[src/rtl/btn_debounce_multi.sv]
`default_nettype none
// ============================================================================
// Module      : btn_debounce_multi
// Description : Multi-channel push-button conditioner. Each channel has its
//               own synchroniser, counter-based stability filter, debounced
//               level register, rise/fall pulses and a press pulse with
//               optional auto-repeat while the button is held.
// Ports       : clk_in    - system clock, all logic on rising edge
//               rst       - asynchronous, active-low reset
//               btn_in    - raw asynchronous button inputs  [CHANNELS]
//               btn_level - debounced level                 [CHANNELS]
//               btn_rise  - 1-cycle pulse on level 0->1     [CHANNELS]
//               btn_fall  - 1-cycle pulse on level 1->0     [CHANNELS]
//               btn_press - 1-cycle pulse on rise and on each repeat [CHANNELS]
// Revision    : 1.0 - initial release
// ============================================================================
module btn_debounce_multi #(
    parameter int CHANNELS      = 4,
    parameter int SYNC_STAGES   = 2,
    parameter int STABLE_CYCLES = 1000,
    parameter int REPEAT_DELAY  = 0,
    parameter int REPEAT_PERIOD = 100
) (
    input  logic                clk_in,
    input  logic                rst,
    input  logic [CHANNELS-1:0] btn_in,
    output logic [CHANNELS-1:0] btn_level,
    output logic [CHANNELS-1:0] btn_rise,
    output logic [CHANNELS-1:0] btn_fall,
    output logic [CHANNELS-1:0] btn_press
);

    localparam int c_stab_w = $clog2((STABLE_CYCLES > 2) ? STABLE_CYCLES : 2);
    localparam logic [c_stab_w-1:0] c_stab_last = c_stab_w'(STABLE_CYCLES - 1);
    localparam logic [c_stab_w-1:0] c_stab_one  = c_stab_w'(1);

    for (genvar i = 0; i < CHANNELS; i++) begin : g_ch
        logic [SYNC_STAGES-1:0] r_sync;
        logic [c_stab_w-1:0]    r_stab_cnt;
        logic                   r_level;
        logic                   r_rise;
        logic                   r_fall;
        logic                   r_press;
        logic                   w_sync;
        logic                   w_accept;
        logic                   w_press_next;

        assign w_sync = r_sync[SYNC_STAGES-1];

        // The synchronised input has disagreed with the level for
        // STABLE_CYCLES consecutive edges, including this one.
        assign w_accept = (w_sync != r_level) && (r_stab_cnt == c_stab_last);

        always_ff @(posedge clk_in or negedge rst) begin
            if (!rst) begin
                r_sync     <= '0;
                r_stab_cnt <= '0;
                r_level    <= 1'b0;
                r_rise     <= 1'b0;
                r_fall     <= 1'b0;
                r_press    <= 1'b0;
            end else begin
                r_sync <= {r_sync[SYNC_STAGES-2:0], btn_in[i]};

                // Any agreement restarts the count, so a bounce anywhere in
                // the window forces a full new stable interval.
                if ((w_sync == r_level) || w_accept) begin
                    r_stab_cnt <= '0;
                end else begin
                    r_stab_cnt <= r_stab_cnt + c_stab_one;
                end

                if (w_accept) begin
                    r_level <= w_sync;
                end
                r_rise  <= w_accept && w_sync;
                r_fall  <= w_accept && !w_sync;
                r_press <= w_press_next;
            end
        end

        if (REPEAT_DELAY > 0) begin : g_rep
            localparam int c_rep_max = (REPEAT_DELAY > REPEAT_PERIOD) ? REPEAT_DELAY : REPEAT_PERIOD;
            localparam int c_rep_w   = $clog2((c_rep_max > 2) ? c_rep_max : 2);
            localparam logic [c_rep_w-1:0] c_dly_last = c_rep_w'(REPEAT_DELAY - 1);
            localparam logic [c_rep_w-1:0] c_per_last = c_rep_w'(REPEAT_PERIOD - 1);
            localparam logic [c_rep_w-1:0] c_rep_one  = c_rep_w'(1);

            logic [c_rep_w-1:0] r_rep_cnt;
            logic               r_rep_phase;   // 0: initial delay, 1: periodic repeat
            logic               w_rep_hit;

            // A repeat never fires on the edge that accepts the release, so a
            // fall is never accompanied by a press.
            assign w_rep_hit = r_level && !w_accept &&
                               (r_rep_cnt == (r_rep_phase ? c_per_last : c_dly_last));

            // Counter reloads to zero on every hit, so it can never wrap
            // through the compare value and fire a spurious press.
            always_ff @(posedge clk_in or negedge rst) begin
                if (!rst) begin
                    r_rep_cnt   <= '0;
                    r_rep_phase <= 1'b0;
                end else if (!r_level || w_accept) begin
                    r_rep_cnt   <= '0;
                    r_rep_phase <= 1'b0;
                end else if (w_rep_hit) begin
                    r_rep_cnt   <= '0;
                    r_rep_phase <= 1'b1;
                end else begin
                    r_rep_cnt   <= r_rep_cnt + c_rep_one;
                end
            end

            assign w_press_next = (w_accept && w_sync) || w_rep_hit;
        end else begin : g_no_rep
            assign w_press_next = w_accept && w_sync;
        end

        assign btn_level[i] = r_level;
        assign btn_rise[i]  = r_rise;
        assign btn_fall[i]  = r_fall;
        assign btn_press[i] = r_press;
    end

endmodule
`default_nettype wire
[config.mk]
export PLATFORM = sky130hd
export DESIGN_NAME = btn_debounce_multi
export DESIGN_NICKNAME = d
export VERILOG_FILES = /design/src/rtl/btn_debounce_multi.sv
export SDC_FILE = /design/constraint.sdc
export NUM_CORES = 1
export LEC_CHECK = 0
export ABC_AREA = 0
export BUFFER_PORTS_ARGS = -buffer_cell sky130_fd_sc_hd__clkbuf_2
export CAP_MARGIN = 20
export CELL_PAD_IN_SITES_DETAIL_PLACEMENT = 1
export CELL_PAD_IN_SITES_GLOBAL_PLACEMENT = 2
export CORE_ASPECT_RATIO = 0.8
export CORE_MARGIN = 3
export CORE_UTILIZATION = 35
export DETAILED_ROUTE_END_ITERATION = 7
export PLACE_DENSITY_LB_ADDON = 0.15
export SLEW_MARGIN = 5
export SYNTH_ARGS = -nofsm -noshare
export SYNTH_HDL_FRONTEND = slang
export SYNTH_SLANG_ARGS = --single-unit
[constraint.sdc]
create_clock -name clk_in -period 1.79 [get_ports clk_in]
set_clock_uncertainty 0.15 [all_clocks]
set_input_delay 0.537 -clock clk_in [delete_from_list [all_inputs] [get_ports clk_in]]
set_output_delay 0.537 -clock clk_in [all_outputs]
set_load 0.01 [all_outputs]
Yosys cells after proc, flatten, opt, wreduce, memory -nomap -nowiden
Index checks and enable logic that the tools add are counted.
{ "totals": {"reg_bits": 60, "in_bits": 6} }
{ "op_classes": {"add_sub_neg": 4, "eq_ne": 12, "n_mux": 4, "n_reduce_logical": 20} }
{ "op_table": {"columns": ["op", "count"], "rows": [
  ["$add 10x1->10 const B", 4],
  ["$eq 10x10->1 const B", 4],
  ["$mux 10", 4],
  ["$logic_and 1x1->1", 12],
  ["$eq 1x1->1", 4],
  ["$logic_not 1->1", 4],
  ["$logic_or 1x1->1", 4],
  ["$ne 1x1->1", 4]
]} }

Depth between registers and ports, before layout
Gate-level depths: netlist of the first run.
{ "depth": {"word_depth": 4, "ltp_mapped": 5, "mapped_depth_nobuf": 5} }

Worst setup path after synthesis of the first run
OpenSTA, ideal clock, no wires.
{ "synth_timing": {"kind": "reg-to-reg", "start": "reg g_ch[0].r_stab_cnt[0]", "end": "reg g_ch[0].r_level", "setup_time_ps": 125, "arrival_time_ps": 1518, "setup_slack_ps": -3, "path_stages_with_launch": 5, "cell_sequence": "dfrtp_1 -> ha_1 -> and4b_1 -> or3b_4 -> mux2_4"} }
{ "synth_via": {"elab_chain_cells": 2} }
{ "synth_lines": {"columns": ["item", "line_no", "text"], "rows": [
  ["start, declared", "39", "logic [c_stab_w-1:0] r_stab_cnt;"],
  ["start signal, assigned", "70", "r_stab_cnt <= r_stab_cnt + c_stab_one;"],
  ["$eq 10x10->1", "52", "assign w_accept = (w_sync != r_level) && (r_stab_cnt == c_stab_last);"],
  ["$logic_and 1x1->1", "52", null],
  ["end signal, assigned", "74", "r_level <= w_sync;"],
  ["end, declared", "40", "logic r_level;"]
]} }
No other way between the ends.
A chain may end at the register's enable or synchronous reset.

Worst setup path in the final report of the first run
{ "layout_timing": {"start": "reg g_ch[0].r_stab_cnt[0]", "end": "reg g_ch[0].r_stab_cnt[7]"} }
{ "layout_via": {"elab_chain_cells": 4, "elab_cells_between_ends": 5, "cone_classes": "add/sub (1); eq/ne (1); mux (1); reduce/logical (2)"} }
{ "layout_lines": {"columns": ["item", "line_no", "text"], "rows": [
  ["parallel branches: the longest is 3 deep, another holds $add 10x1->10", null, null],
  ["$mux 10 *", "67", "if ((w_sync == r_level) || w_accept) begin"]
]} }
Every way passes the cells marked *.

==> impl_metrics.tcl, run 1 <==
set metrics [dict create \
    die_w_um 104.8 \
    drtPass1Iterations 4 \
    tightest_slew_ns 0.4036 \
    yosysWarningCount 0 \
    synth_ff_type "dfrtp_1" \
    pwr-share-clk_pct 48.2 \
    final_cell_mix "dfrtp_1 (60), nor2_1 (39), clkbuf_2 (21)" \
    report.final.slew_viol_count 0 \
    grt_pass1_wl_um 9784 \
    path_clk_slew_ns 0.07 \
    cts_buffers 9 \
    yosysUniqueCellTypes 37 \
    clock_sinks 60 \
    status "finished, final reports clean" \
    p_sw_share_pct 21.48 \
    ys_seq_area_share_pct 54.97 \
    drc 0 \
    fillers 848 \
    yosysTopAreaCellShare_pct 54.97 \
    timing.fmax_ghz 0.5732 \
    yosys-top-cells-area "dfrtp_1 (55%), nor2_1 (5.4%), xor2_1 (4.8%)" \
    gr-total-overflow 0 \
    rows 28 \
    peakVddDrop_uv 429.4 \
    dp.final_hpwl_um 3802 \
    antenna_found_initial 0 \
    final_hold_viol_count 0 \
    wl_per_cell_um 13.88 \
    fin_hold_ws_ns 0.04751 \
    final_util_pct 42.94 \
    arrival_ns 1.81 \
    crit_path_max_fanout 7 \
    place_congestion 0.7488 \
    grt_max_degree 61 \
    cts_buffer_depth 2 \
    postSynthCellCount 254 \
    die_y_um 85.02 \
    htreeDepth 3 \
    netlist_area_um2 2731 \
    power_density_nw_per_um2 924.9 \
    vias 1906 \
    p_leak_nw 1.485 \
    synth-edff-count 0 \
    cp-start-kind "flip-flop" \
    setup_viol 0 \
    power.switching_mw 0.6396 \
    grt_pass1_vias 1928 \
    drv_cap 0 \
    dieArea_um2 8907 \
    final_common_cell "dfrtp_1" \
    combinationalPowerShare_pct 4.2 \
    diodes 0 \
    postSynthRegisterBits 60 \
    grt_use_total_pct 13.77 \
    io_pins 22 \
    synth_nets 264 \
    drt_iter0_markers 60 \
    drive_gt1_share_pct 22.57 \
    synth_top_cell_by_area "dfrtp_1" \
    core_area_um2 7497 \
    tritoncts "done" \
    crit_type "flip-flop to flip-flop" \
    period_share_pct 97.46 \
    p_int_mw 2.338 \
    critPathRequiredTime_ns 1.86 \
    slew_headroom_pct 72.90 \
    start_util_pct 36.43 \
    areaGrowthSynthToFinish_pct 17.87 \
    crit_path_end_kind "flip-flop" \
    nets 293 \
    pwr-share-seq_pct 47.6 \
    synth_async_sr_flop_share_pct 100.0 \
    hold_path.class "primary input to asynchronous set/reset pin" \
    insertion_delay_ns 0.34 \
    fin_crit_ns 1.744 \
    syn_area_per_cell_um2 10.75 \
    io_buffers 21 \
    final_antenna_net_count 0 \
    clockRootBuffer "clkbuf_8" \
    ctsHoldBuffers 0 \
    wirelength_um 5453 \
    viasPerCell 4.850 \
]
## cell type report
cell class	count	area, um^2	share of cell area, %
Timing Repair Buffer	37	237.7	7.384
Clock buffer	13	168.9	5.247
Multi-Input combinational cell	174	1109	34.43
Inverter	1	3.754	0.1166
Sequential cell	60	1501	46.64
Clock inverter	3	67.56	2.099
Tap cell	105	131.4	4.081
## layer usage
metal | GRT usage, % | wire length, um | vias up
met5 | 0 | 0 | -
met4 | 5.721 | 85 | 0
met3 | 3.954 | 217 | 8
met2 | 19.80 | 2376 | 28
met1 | 19.50 | 2774 | 939
li1 | - | - | 931
## worst max-delay path, cell delays in order, from the launching register on
cell     delay [ns]
dfrtp_1        0.36
ha_2           0.18
and4b_1        0.19
or3b_4         0.41
or2b_4         0.27
nor2_1         0.07
## per-stage QoR
stage          cells  setup slack [ns]   TNS (ns)  total power, mW  instance area, um^2
2_1_floorplan    254           0.01664          0            1.491                 2734
3_3_place_gp     376            0.1019          0            1.569                 2963
3_5_place_dp     376           0.04664          0            1.569                 2963
4_1_cts          392           0.02658          0            3.020                 3199
5_1_grt          393         -0.002522  -0.002522            3.103                 3219
6_report         393           0.04554          0            2.977                 3219
## final timing paths
| check | from | end | slack (ns) | cells after the start |
|---|---|---|---|---|
| worst min register to register | g_ch[0].r_sync[0] | g_ch[0].r_sync[1] | 0.20 | 0 |
| worst max-delay path | g_ch[0].r_stab_cnt[0] | g_ch[0].r_stab_cnt[7] | 0.05 | 5 |
| min in group clk_in | btn_in[0] | g_ch[0].r_sync[0] | 0.16 | 1 |
| worst min-delay path | rst | g_ch[2].r_stab_cnt[4] | 0.05 | 2 |
| max in group asynchronous | rst | g_ch[0].r_stab_cnt[2] | 1.17 | 2 |
| worst max register to register | g_ch[0].r_stab_cnt[0] | g_ch[0].r_stab_cnt[7] | 0.05 | 5 |
## power by group through the flow
stage | combinational, mW | sequential (mW) | clock (mW)
after global placement | 0.128 | 1.44 | 0
after CTS | 0.128 | 1.42 | 1.48
after floorplan | 0.0547 | 1.44 | 0
final | 0.125 | 1.42 | 1.44
after detailed placement | 0.128 | 1.44 | 0
after global routing | 0.143 | 1.42 | 1.54
## cell usage after synthesis, types with 3 or more instances
| cell type | count |
|---|---|
| nand2_1 | 15 |
| o21ai_0 | 5 |
| a21oi_1 | 5 |
| mux2_2 | 3 |
| ha_1 | 4 |
| buf_4 | 16 |
| a31oi_1 | 5 |
| xor2_1 | 15 |
| nand4_1 | 8 |
| nor2_1 | 39 |
| xnor2_1 | 14 |
| nand3_1 | 18 |
| nor3_1 | 5 |
| nor3b_1 | 9 |
| dfrtp_1 | 60 |
| and3_1 | 9 |
## state kept, by name, summed over array words and instances (netlist names)
| name | flops |
|---|---|
| g_ch.r_stab_cnt | 40 |
| g_ch.r_press | 4 |
| g_ch.r_sync | 8 |
| g_ch.r_level | 4 |
| g_ch.r_fall | 4 |
## timing repair
item                                    CTS  global route
endpoints found under the setup margin    0             9
resized for setup                         0             4
setup buffers                             0             1
## logic make-up after synthesis
logic type | share of synthesized area [%]
AO/OA/AOI/OAI | 5.131
XOR/XNOR | 9.299
adder cells (fa/ha/maj) | 1.832
buffers and inverters | 4.993
flip-flops | 54.97
multiplexers | 2.153
AND/OR/NAND/NOR | 21.62
No activity file was read; power rests on OpenSTA's default activity.
==> run 2: changes to the inputs <==
- RECOVER_POWER: unset -> 100
==> run 2 against run 1 <==
Combinational power decreased by 5%. First-iteration DRC count increased by 5.0%. Clock power hardly changed. Global-route usage stayed put. Highest routed layer unchanged.
==> impl_metrics.tcl, run 2 (synthesis results as in run 1) <==
set metrics [dict create \
    diodes 0 \
    arrival_ns 1.81 \
    drc 0 \
    vias 1907 \
    fin_tns_setup_ns 0 \
    largest_register "g_ch.r_stab_cnt" \
    slew_headroom_pct 45.81 \
    tightest_slew_ns 0.8128 \
    cts_buffer_depth 2 \
    grt_pass1_wl_um 9784 \
    antenna_found_initial 0 \
    clockRootBuffer "clkbuf_8" \
    power_mw 2.971 \
    crit_path_end_kind "flip-flop" \
    worst_setup_path_endpoint "g_ch[0].r_stab_cnt[7]" \
    status "finished, final reports clean" \
    htreeDepth 3 \
    grt_use_total_pct 13.77 \
    report.final.slew_viol_count 0 \
    grt_pass1_vias 1928 \
    final_cells 393 \
    cp-start-kind "flip-flop" \
    place_ws_ns 0.04664 \
    wl_per_cell_um 13.88 \
    io_buffers 21 \
    period_share_pct 96.85 \
    reg_top3 "g_ch.r_stab_cnt x40, g_ch.r_sync x8" \
    io_pins 22 \
    rsz0062_at_grt "no" \
    largest_register_ffs 40 \
    areaGrowthSynthToFinish_pct 15.94 \
    dp.final_hpwl_um 3802 \
    start_util_pct 36.43 \
    wirelength_um 5453 \
    final_hold_viol_count 0 \
    crit_path_max_fanout 7 \
    hold_path.class "primary input to flip-flop" \
    setup_viol 0 \
    fin_crit_ns 1.734 \
    die_y_um 85.02 \
    crit_start "g_ch[0].r_stab_cnt[0]" \
    grt_max_degree 61 \
    fin_hold_ws_ns 0.1558 \
    gr-total-overflow 0 \
    core_area_um2 7497 \
    p_leak_nw 1.410 \
    viasPerCell 4.852 \
    peakVddDrop_uv 433.9 \
    r2r-start "g_ch[0].r_stab_cnt[0]" \
    r2r_slack_ns 0.06 \
    hp-start "btn_in[0]" \
    drive_gt1_share_pct 14.93 \
    r2r_cells 5 \
    timing.fmax_ghz 0.5768 \
    timing.rr.end "g_ch[0].r_stab_cnt[7]" \
    final_antenna_net_count 0 \
    dieArea_um2 8907 \
    tritoncts "done" \
    place_congestion 0.7488 \
    dp_cells 376 \
    drt_iter0_markers 63 \
    crit_type "flip-flop to flip-flop" \
    insertion_delay_ns 0.34 \
    drtPass1Iterations 4 \
    cts_buffers 9 \
    path_clk_slew_ns 0.07 \
    power_density_nw_per_um2 938.1 \
    clock_sinks 60 \
    critPathRequiredTime_ns 1.86 \
    drv_cap 0 \
    nets 293 \
    final_cell_mix "dfrtp_1 (60), nor2_1 (39), clkbuf_1 (21)" \
    die_w_um 104.8 \
    final_common_cell "dfrtp_1" \
    setup_slack_ns 0.05640 \
    rows 28 \
]
[run 2: changes by cell type in the layout (fill, tap and decap cells not counted), sizes merged]
cell	before	now
clkbuf	34	40
buf	16	10
[run 2: area by class of cell]
cell class	instances	area, um^2
Multi-Input combinational cell	174	1104
Clock inverter	3	67.56
Sequential cell	60	1501
Clock buffer	13	168.9
Inverter	1	3.754
Fill cell	859	4330
Timing Repair Buffer	37	190.2
Tap cell	105	131.4
[run 2: stage by stage]
stage / util [%] / area [um^2]
5_1_grt: 42.24 / 3167
3_5_place_dp: 39.52 / 2963
4_1_cts: 42.67 / 3199
2_1_floorplan: - / 2734
3_3_place_gp: 39.52 / 2963
6_report: 42.24 / 3167
[run 2: repair_timing]
item	CTS	global route
hold buffers	0	0
endpoints found under the setup margin	0	9
setup buffers	0	1
hold endpoints to repair	0	0
resized for setup	0	4
[run 2: worst min-delay path by stage]
stage | endpoint | cells after the start
2_1_floorplan | g_ch[0].r_fall | 0
3_3_place_gp | g_ch[0].r_sync[1] | 0
3_5_place_dp | g_ch[0].r_sync[1] | 0
4_1_cts | g_ch[2].r_stab_cnt[4] | 2
5_1_grt | g_ch[0].r_sync[0] | 1
6_report | g_ch[0].r_sync[0] | 1
[run 2: report_power, final]
part           switching [mW]  leakage [nW]  total [mW]  internal (mW)
clock network           0.536         0.116        1.44          0.899
logic                  0.0720         0.484       0.119         0.0467
registers              0.0297         0.810        1.42           1.39
total                   0.638          1.41        2.97           2.33
[run 2: worst max-delay path: stages (launching register included)]
cell and delay, ns:
dfrtp_1 0.36, ha_1 0.17, and4b_1 0.20, or3b_4 0.41, or2b_4 0.27, nor2_1 0.07
[run 2: metal layers]
| layer | routed length [um] | global-route usage (%) | up-vias |
|---|---|---|---|
| met5 | 0 | 0 | - |
| met4 | 104 | 5.721 | 0 |
| met3 | 223 | 3.954 | 9 |
| met2 | 2370 | 19.80 | 28 |
| met1 | 2755 | 19.50 | 940 |
| li1 | - | - | 930 |
